==> config.mk <==
export PLATFORM = sky130hd
export DESIGN_NAME = pc_sequencer_flat
export DESIGN_NICKNAME = d
export VERILOG_FILES = /design/src/rtl/pc_sequencer_if.sv /design/src/rtl/pc_sequencer.sv /design/src/flat_wrapper.sv
export SDC_FILE = /design/constraint.sdc
export NUM_CORES = 1
export LEC_CHECK = 0
export ABC_AREA = 1
export BUFFER_PORTS_ARGS = -buffer_cell sky130_fd_sc_hd__buf_2
export CAP_MARGIN = 10
export CORE_MARGIN = 2
export CORE_UTILIZATION = 50
export CTS_CLUSTER_DIAMETER = 80
export DETAILED_ROUTE_END_ITERATION = 12
export GPL_TIMING_DRIVEN = 0
export PLACE_DENSITY = 0.83
export SKIP_CTS_REPAIR_TIMING = 1
export SYNTH_ARGS = -nofsm -noshare
export SYNTH_HDL_FRONTEND = slang
export SYNTH_SLANG_ARGS = --single-unit
==> constraint.sdc <==
create_clock -name clock -period 2.8 [get_ports clock]
set_input_delay 0.28 -clock clock [delete_from_list [all_inputs] [get_ports clock]]
set_output_delay 0.28 -clock clock [all_outputs]
set_load 0.005 [all_outputs]
==> src/rtl/pc_sequencer_if.sv <==
// Bundle of next-PC controller signals between hazard/branch logic and the PC register.
interface pc_sequencer_if #(
  parameter int unsigned bPC = 7
);
  logic [bPC-1:0] pc_current;
  logic           stall;
  logic           br_taken;
  logic [bPC-1:0] br_target;
  logic           jump;
  logic [bPC-1:0] jump_target;
  logic           halt;
  logic           resume;
  logic [bPC-1:0] pc_next;
  logic           flush_if;
  logic           flush_id;
  logic           fetch_valid;
  logic [1:0]     state;
  logic           stall_err;

  // Pipeline side: presents PC, hazards and redirects; consumes next PC and flushes.
  modport master (
    output pc_current, stall, br_taken, br_target, jump, jump_target, halt, resume,
    input  pc_next, flush_if, flush_id, fetch_valid, state, stall_err
  );

  // Sequencer side.
  modport slave (
    input  pc_current, stall, br_taken, br_target, jump, jump_target, halt, resume,
    output pc_next, flush_if, flush_id, fetch_valid, state, stall_err
  );
endinterface

==> src/rtl/pc_sequencer.sv <==
// Next-PC controller for the fetch stage: sequential increment, branch/jump
// redirect, stall hold, halt/resume, flush strobes and a stall watchdog.
module pc_sequencer #(
  parameter int unsigned bPC       = 7,
  parameter int unsigned RESET_VEC = 0,
  parameter int unsigned WDOG      = 15   // must be >= 1
) (
  input logic           clock,
  input logic           reset,
  pc_sequencer_if.slave bus
);

  localparam int unsigned CNT_W = (WDOG < 1) ? 1 : $clog2(WDOG + 1);
  localparam logic [bPC-1:0]   RST_PC   = bPC'(RESET_VEC);
  localparam logic [CNT_W-1:0] WDOG_CNT = CNT_W'(WDOG);

  typedef enum logic [1:0] {
    BOOT = 2'd0,
    RUN  = 2'd1,
    HALT = 2'd2
  } state_t;

  state_t           state_q;
  state_t           state_d;
  logic [CNT_W-1:0] stall_cnt_q;
  logic [CNT_W-1:0] stall_cnt_d;
  logic             stall_err_q;

  logic [bPC-1:0]   seq_pc_c;
  logic [bPC-1:0]   pc_next_c;
  logic             flush_if_c;
  logic             flush_id_c;
  logic             run_stall_c;

  // Sequential fetch address; the top address wraps to zero by truncation.
  assign seq_pc_c = bus.pc_current + bPC'(1);

  // State, watchdog counter and sticky error flag.
  always_ff @(posedge clock or posedge reset) begin
    if (reset) begin
      state_q     <= BOOT;
      stall_cnt_q <= '0;
      stall_err_q <= 1'b0;
    end else begin
      state_q     <= state_d;
      stall_cnt_q <= stall_cnt_d;
      if (stall_cnt_q == WDOG_CNT) begin
        stall_err_q <= 1'b1;
      end
    end
  end

  // Next state, next PC, flush strobes and watchdog counter update.
  always_comb begin
    state_d     = state_q;
    pc_next_c   = RST_PC;
    flush_if_c  = 1'b0;
    flush_id_c  = 1'b0;
    run_stall_c = 1'b0;

    case (state_q)
      // One cycle presenting the reset vector; pc_current is not yet meaningful.
      BOOT: begin
        pc_next_c = RST_PC;
        state_d   = RUN;
      end

      // Fixed priority: branch, jump, halt, stall, increment.
      RUN: begin
        if (bus.br_taken) begin
          pc_next_c  = bus.br_target;
          flush_if_c = 1'b1;
          flush_id_c = 1'b1;
        end else if (bus.jump) begin
          pc_next_c  = bus.jump_target;
          flush_if_c = 1'b1;
        end else if (bus.halt) begin
          pc_next_c  = bus.pc_current;
          flush_if_c = 1'b1;
          state_d    = HALT;
        end else if (bus.stall) begin
          pc_next_c   = bus.pc_current;
          run_stall_c = 1'b1;
        end else begin
          pc_next_c = seq_pc_c;
        end
      end

      // Frozen until an older branch redirects or an external resume arrives.
      HALT: begin
        if (bus.br_taken) begin
          pc_next_c  = bus.br_target;
          flush_if_c = 1'b1;
          flush_id_c = 1'b1;
          state_d    = RUN;
        end else if (bus.resume) begin
          pc_next_c = seq_pc_c;
          state_d   = RUN;
        end else begin
          pc_next_c = bus.pc_current;
        end
      end

      // Unused encoding recovers through BOOT.
      default: begin
        pc_next_c = RST_PC;
        state_d   = BOOT;
      end
    endcase

    // Count consecutive stalled RUN cycles, saturating at the watchdog limit.
    if (run_stall_c) begin
      stall_cnt_d = (stall_cnt_q == WDOG_CNT) ? stall_cnt_q : stall_cnt_q + CNT_W'(1);
    end else begin
      stall_cnt_d = '0;
    end
  end

  // Outputs: next PC and flushes are combinational; state and error come from registers.
  assign bus.pc_next     = pc_next_c;
  assign bus.flush_if    = flush_if_c;
  assign bus.flush_id    = flush_id_c;
  assign bus.fetch_valid = (state_q == RUN);
  assign bus.state       = state_q;
  assign bus.stall_err   = stall_err_q;

endmodule

==> src/flat_wrapper.sv <==
// flat-port wrapper written by rule: the top's interface ports become plain ports
module pc_sequencer_flat 
#(
  parameter int unsigned bPC       = 7,
  parameter int unsigned RESET_VEC = 0,
  parameter int unsigned WDOG      = 15                  
)
  (clock, reset, bus_pc_current, bus_stall, bus_br_taken, bus_br_target, bus_jump, bus_jump_target, bus_halt, bus_resume, bus_pc_next, bus_flush_if, bus_flush_id, bus_fetch_valid, bus_state, bus_stall_err);
  pc_sequencer_if #(.bPC(bPC)) bus_i ();
  input logic clock;
  input logic reset;
  input wire logic [$bits(bus_i.pc_current)-1:0] bus_pc_current;
  input wire logic [$bits(bus_i.stall)-1:0] bus_stall;
  input wire logic [$bits(bus_i.br_taken)-1:0] bus_br_taken;
  input wire logic [$bits(bus_i.br_target)-1:0] bus_br_target;
  input wire logic [$bits(bus_i.jump)-1:0] bus_jump;
  input wire logic [$bits(bus_i.jump_target)-1:0] bus_jump_target;
  input wire logic [$bits(bus_i.halt)-1:0] bus_halt;
  input wire logic [$bits(bus_i.resume)-1:0] bus_resume;
  output wire logic [$bits(bus_i.pc_next)-1:0] bus_pc_next;
  output wire logic [$bits(bus_i.flush_if)-1:0] bus_flush_if;
  output wire logic [$bits(bus_i.flush_id)-1:0] bus_flush_id;
  output wire logic [$bits(bus_i.fetch_valid)-1:0] bus_fetch_valid;
  output wire logic [$bits(bus_i.state)-1:0] bus_state;
  output wire logic [$bits(bus_i.stall_err)-1:0] bus_stall_err;
  assign bus_i.pc_current = bus_pc_current;
  assign bus_i.stall = bus_stall;
  assign bus_i.br_taken = bus_br_taken;
  assign bus_i.br_target = bus_br_target;
  assign bus_i.jump = bus_jump;
  assign bus_i.jump_target = bus_jump_target;
  assign bus_i.halt = bus_halt;
  assign bus_i.resume = bus_resume;
  assign bus_pc_next = bus_i.pc_next;
  assign bus_flush_if = bus_i.flush_if;
  assign bus_flush_id = bus_i.flush_id;
  assign bus_fetch_valid = bus_i.fetch_valid;
  assign bus_state = bus_i.state;
  assign bus_stall_err = bus_i.stall_err;
  pc_sequencer #(.bPC(bPC), .RESET_VEC(RESET_VEC), .WDOG(WDOG)) u_core (.clock(clock), .reset(reset), .bus(bus_i));
endmodule
==> summary.md <==
| Metric | Value |
|---|---|
| Period utilization | `0.7267` |
| Hold Crit Class | `input pin to register` |
| Post-detailed-routing wire length | `2793 µm` |
| EDFF count, synth | `0` |
| Reg2reg end | `u_core.stall_cnt_q[0]` |
| Antenna Cells | `0` |
| Synth area leaders | `dfrtp_1 (18%), a21oi_1 (15%), nand2_1 (13%)` |
| Final number of setup-violating endpoints | `0` |
| Initial DRC Count | `42` |
| Dominant cell type by area after synthesis | `dfrtp_1` |
| #FFs+latches synth | `7` |
| Initial core utilization | `0.5184` |
| Max H-tree Level | `1` |
| Final antenna-violating net count | `0` |
| CTS tree | `built` |
| Post-Syn Nets | `197` |
| FF-to-FF setup slack | `1320 ps` |
| Peak supply drop | `0.3136 mV` |
| # clock sinks | `7` |
| Worst slack, placed | `1041 ps` |
| Kind of critical path | `register to output port` |
| Min setup slack post-route | `765.2 ps` |
| Most frequent cell after synthesis | `nand2_1` |
| Post-synth top cells | `nand2_1 (35), a21oi_1 (29), inv_1 (23), nand3_1 (14), nor2_1 (14)` |
| Max Slew Vio Count | `0` |
| RSZ-0062 raised after global routing | `no` |
| Final Hold Fails | `0` |
| Fraction of layout cells with a size suffix above 1 | `0.2573` |
| Crit path launch | `u_core.bus.state[1]` |
| Reg area | `175.2 µm²` |
| Multi-input logic area | `690.7 µm²` |
| Clock buffer depth | `2` |
| Worst setup EP type | `output port` |
| I/O pin total | `41` |
| Post-DP HPWL | `2185 µm` |
| Drt wl/cell | `11.99 µm` |
| Clock Tree Root | `clkbuf_4` |
| Synth cell types | `24` |
| Via count | `1255` |
| Minimum clock period | `2035 ps` |
| Worst r2r src | `u_core.bus.state[1]` |
| Pwr/cell area | `535.1 mW/mm²` |
| PortBufs | `38` |
| Die width | `48.41 µm` |
| Leak pwr | `0.6692 nW` |
| Clk_lat worst skew | `250 ps` |
| Placed Area | `0.001210 mm²` |
| Design Area, Final | `0.001246 mm²` |
| Critical Path Source Type | `register` |
| Syn Area/Cell | `6.049 µm²` |
| Max frequency | `0.4914 GHz` |
| Total die area | `0.002343 mm²` |
| Max Cap Viol | `0` |
| Status | `finished, final reports clean` |
| Filler Cell Count | `176` |
| Net count, final | `241` |
| Floorplan row count | `16` |
| Largest net degree at the start of global routing | `11` |
| Vias in the first global route | `1173` |
| Layout area overhead | `26.40%` |
| GPL Wtd Cong | `0.8388` |
| # DRC | `0` |
| GRT Util Overall | `0.2513` |
| Vias per cell | `5.386` |
| Cell count after synthesis | `163` |
| CORE AREA | `0.001902 mm²` |
| Clock Skew | `3.328 ps` |
| Critical path peak fanout | `9` |
| Async set-reset flop share out of synthesis | `1.000` |
| Final core occ | `0.6553` |
| CP arrival | `1750 ps` |
| Drt pass-1 iters | `4` |
| Worst Reg-to-Reg Cells | `6` |
| Sum of negative setup slack | `0 ps` |
| Clock slew at reported path FFs | `50 ps` |
| CTS Buf Count | `3` |
| Grt total ovfl | `0` |
| Global-route wire length before repair | `4795 µm` |
| Setup crit end | `bus_pc_next[6]` |
| WHS | `438.2 ps` |
| Ys flop type | `dfrtp_1` |
| YS warnings | `0` |
| Max transition margin | `0.8121` |
| Antenna violations before repair | `0` |
| Sequential-to-total area share from yosys stat | `0.1777` |
| Slew @ Worst Pin | `280.5 ps` |
| Mapped Area | `985.9 µm²` |
| CP required | `2520 ps` |
| Yosys top cell area share | `0.1777` |
| Die Height | `48.41 µm` |
==> per-stage QoR <==
stage	total power, W	instances
after floorplan	0.0004123	163
after global placement	0.0005654	228
after detailed placement	0.0005734	228
after CTS	0.0006670	232
after global routing	0.0007467	233
final	0.0006668	233
==> cell usage in the layout (no fill, tap or decap), types with 2 or more instances in the layout <==
master     n
o21bai_2   3
buf_4      2
nand3_1   14
inv_1     23
nand2_1   35
a31oi_1    2
dfrtp_1    7
xor2_1     3
o211ai_1   2
a21oi_1   29
ha_1       6
o21ai_0    6
a211oi_1   4
nor2_1    14
inv_2      2
clkbuf_4   3
buf_2     38
o21ai_1    3
==> critical path: stages (launching register included) <==
cell	delay (ps)
dfrtp_1	410
inv_1	110
ha_1	260
inv_2	130
a211oi_1	270
nand2_1	80
a21oi_1	120
buf_2	120
==> routing by layer <==
layer / routed length, µm / global-route usage / vias up
li1: - / - / 630
met1: 1189 / 0.3023 / 567
met2: 1393 / 0.4583 / 56
met3: 192 / 0.05864 / 2
met4: 18 / 0.04762 / 0
met5: 0 / 0 / -
==> flip-flops by register name (all words and copies together), names as in the netlist <==
register              cells
u_core.stall_cnt_q        4
u_core.bus.state          2
u_core.bus.stall_err      1
==> report_power, final <==
group | total (W) | switching (W) | internal [W]
clock | 0.0000893 | 0.0000351 | 0.0000542
combinational | 0.000446 | 0.000267 | 0.000179
sequential | 0.000132 | 0.0000153 | 0.000116
==> worst min path at each step <==
stage,startpoint,cells past startpoint,endpoint,slack (ps)
3_3_place_gp,reset,2,u_core.bus.stall_err,210
4_1_cts,reset,2,u_core.bus.stall_err,-50
3_5_place_dp,reset,2,u_core.bus.stall_err,220
6_report,bus_stall,5,u_core.stall_cnt_q[0],440
2_1_floorplan,reset,1,u_core.bus.stall_err,80
5_1_grt,bus_stall,5,u_core.stall_cnt_q[0],460
==> logic make-up (layout without fill, tap and decap cells) <==
| logic type | after synthesis | after routing | share of synthesized area |
|---|---|---|---|
| AND/OR/NAND/NOR | 69 | 69 | 0.3033 |
| adder cells (fa/ha/maj) | 6 | 6 | 0.07614 |
| AO/OA/AOI/OAI | 49 | 49 | 0.2855 |
| XOR/XNOR | 4 | 4 | 0.03554 |
| buffers and inverters | 28 | 71 | 0.1218 |
| flip-flops | 7 | 7 | 0.1777 |
==> area by class of cell <==
cell class	instances	area share
repair buffers	39	0.1606
plain buffers	3	0.02108
flip-flops and latches	7	0.1406
inverters	25	0.07530
multi-input cells	128	0.5542
well taps	27	0.02711
clock buffers	4	0.02108
(Power assumes the default switching activity.)
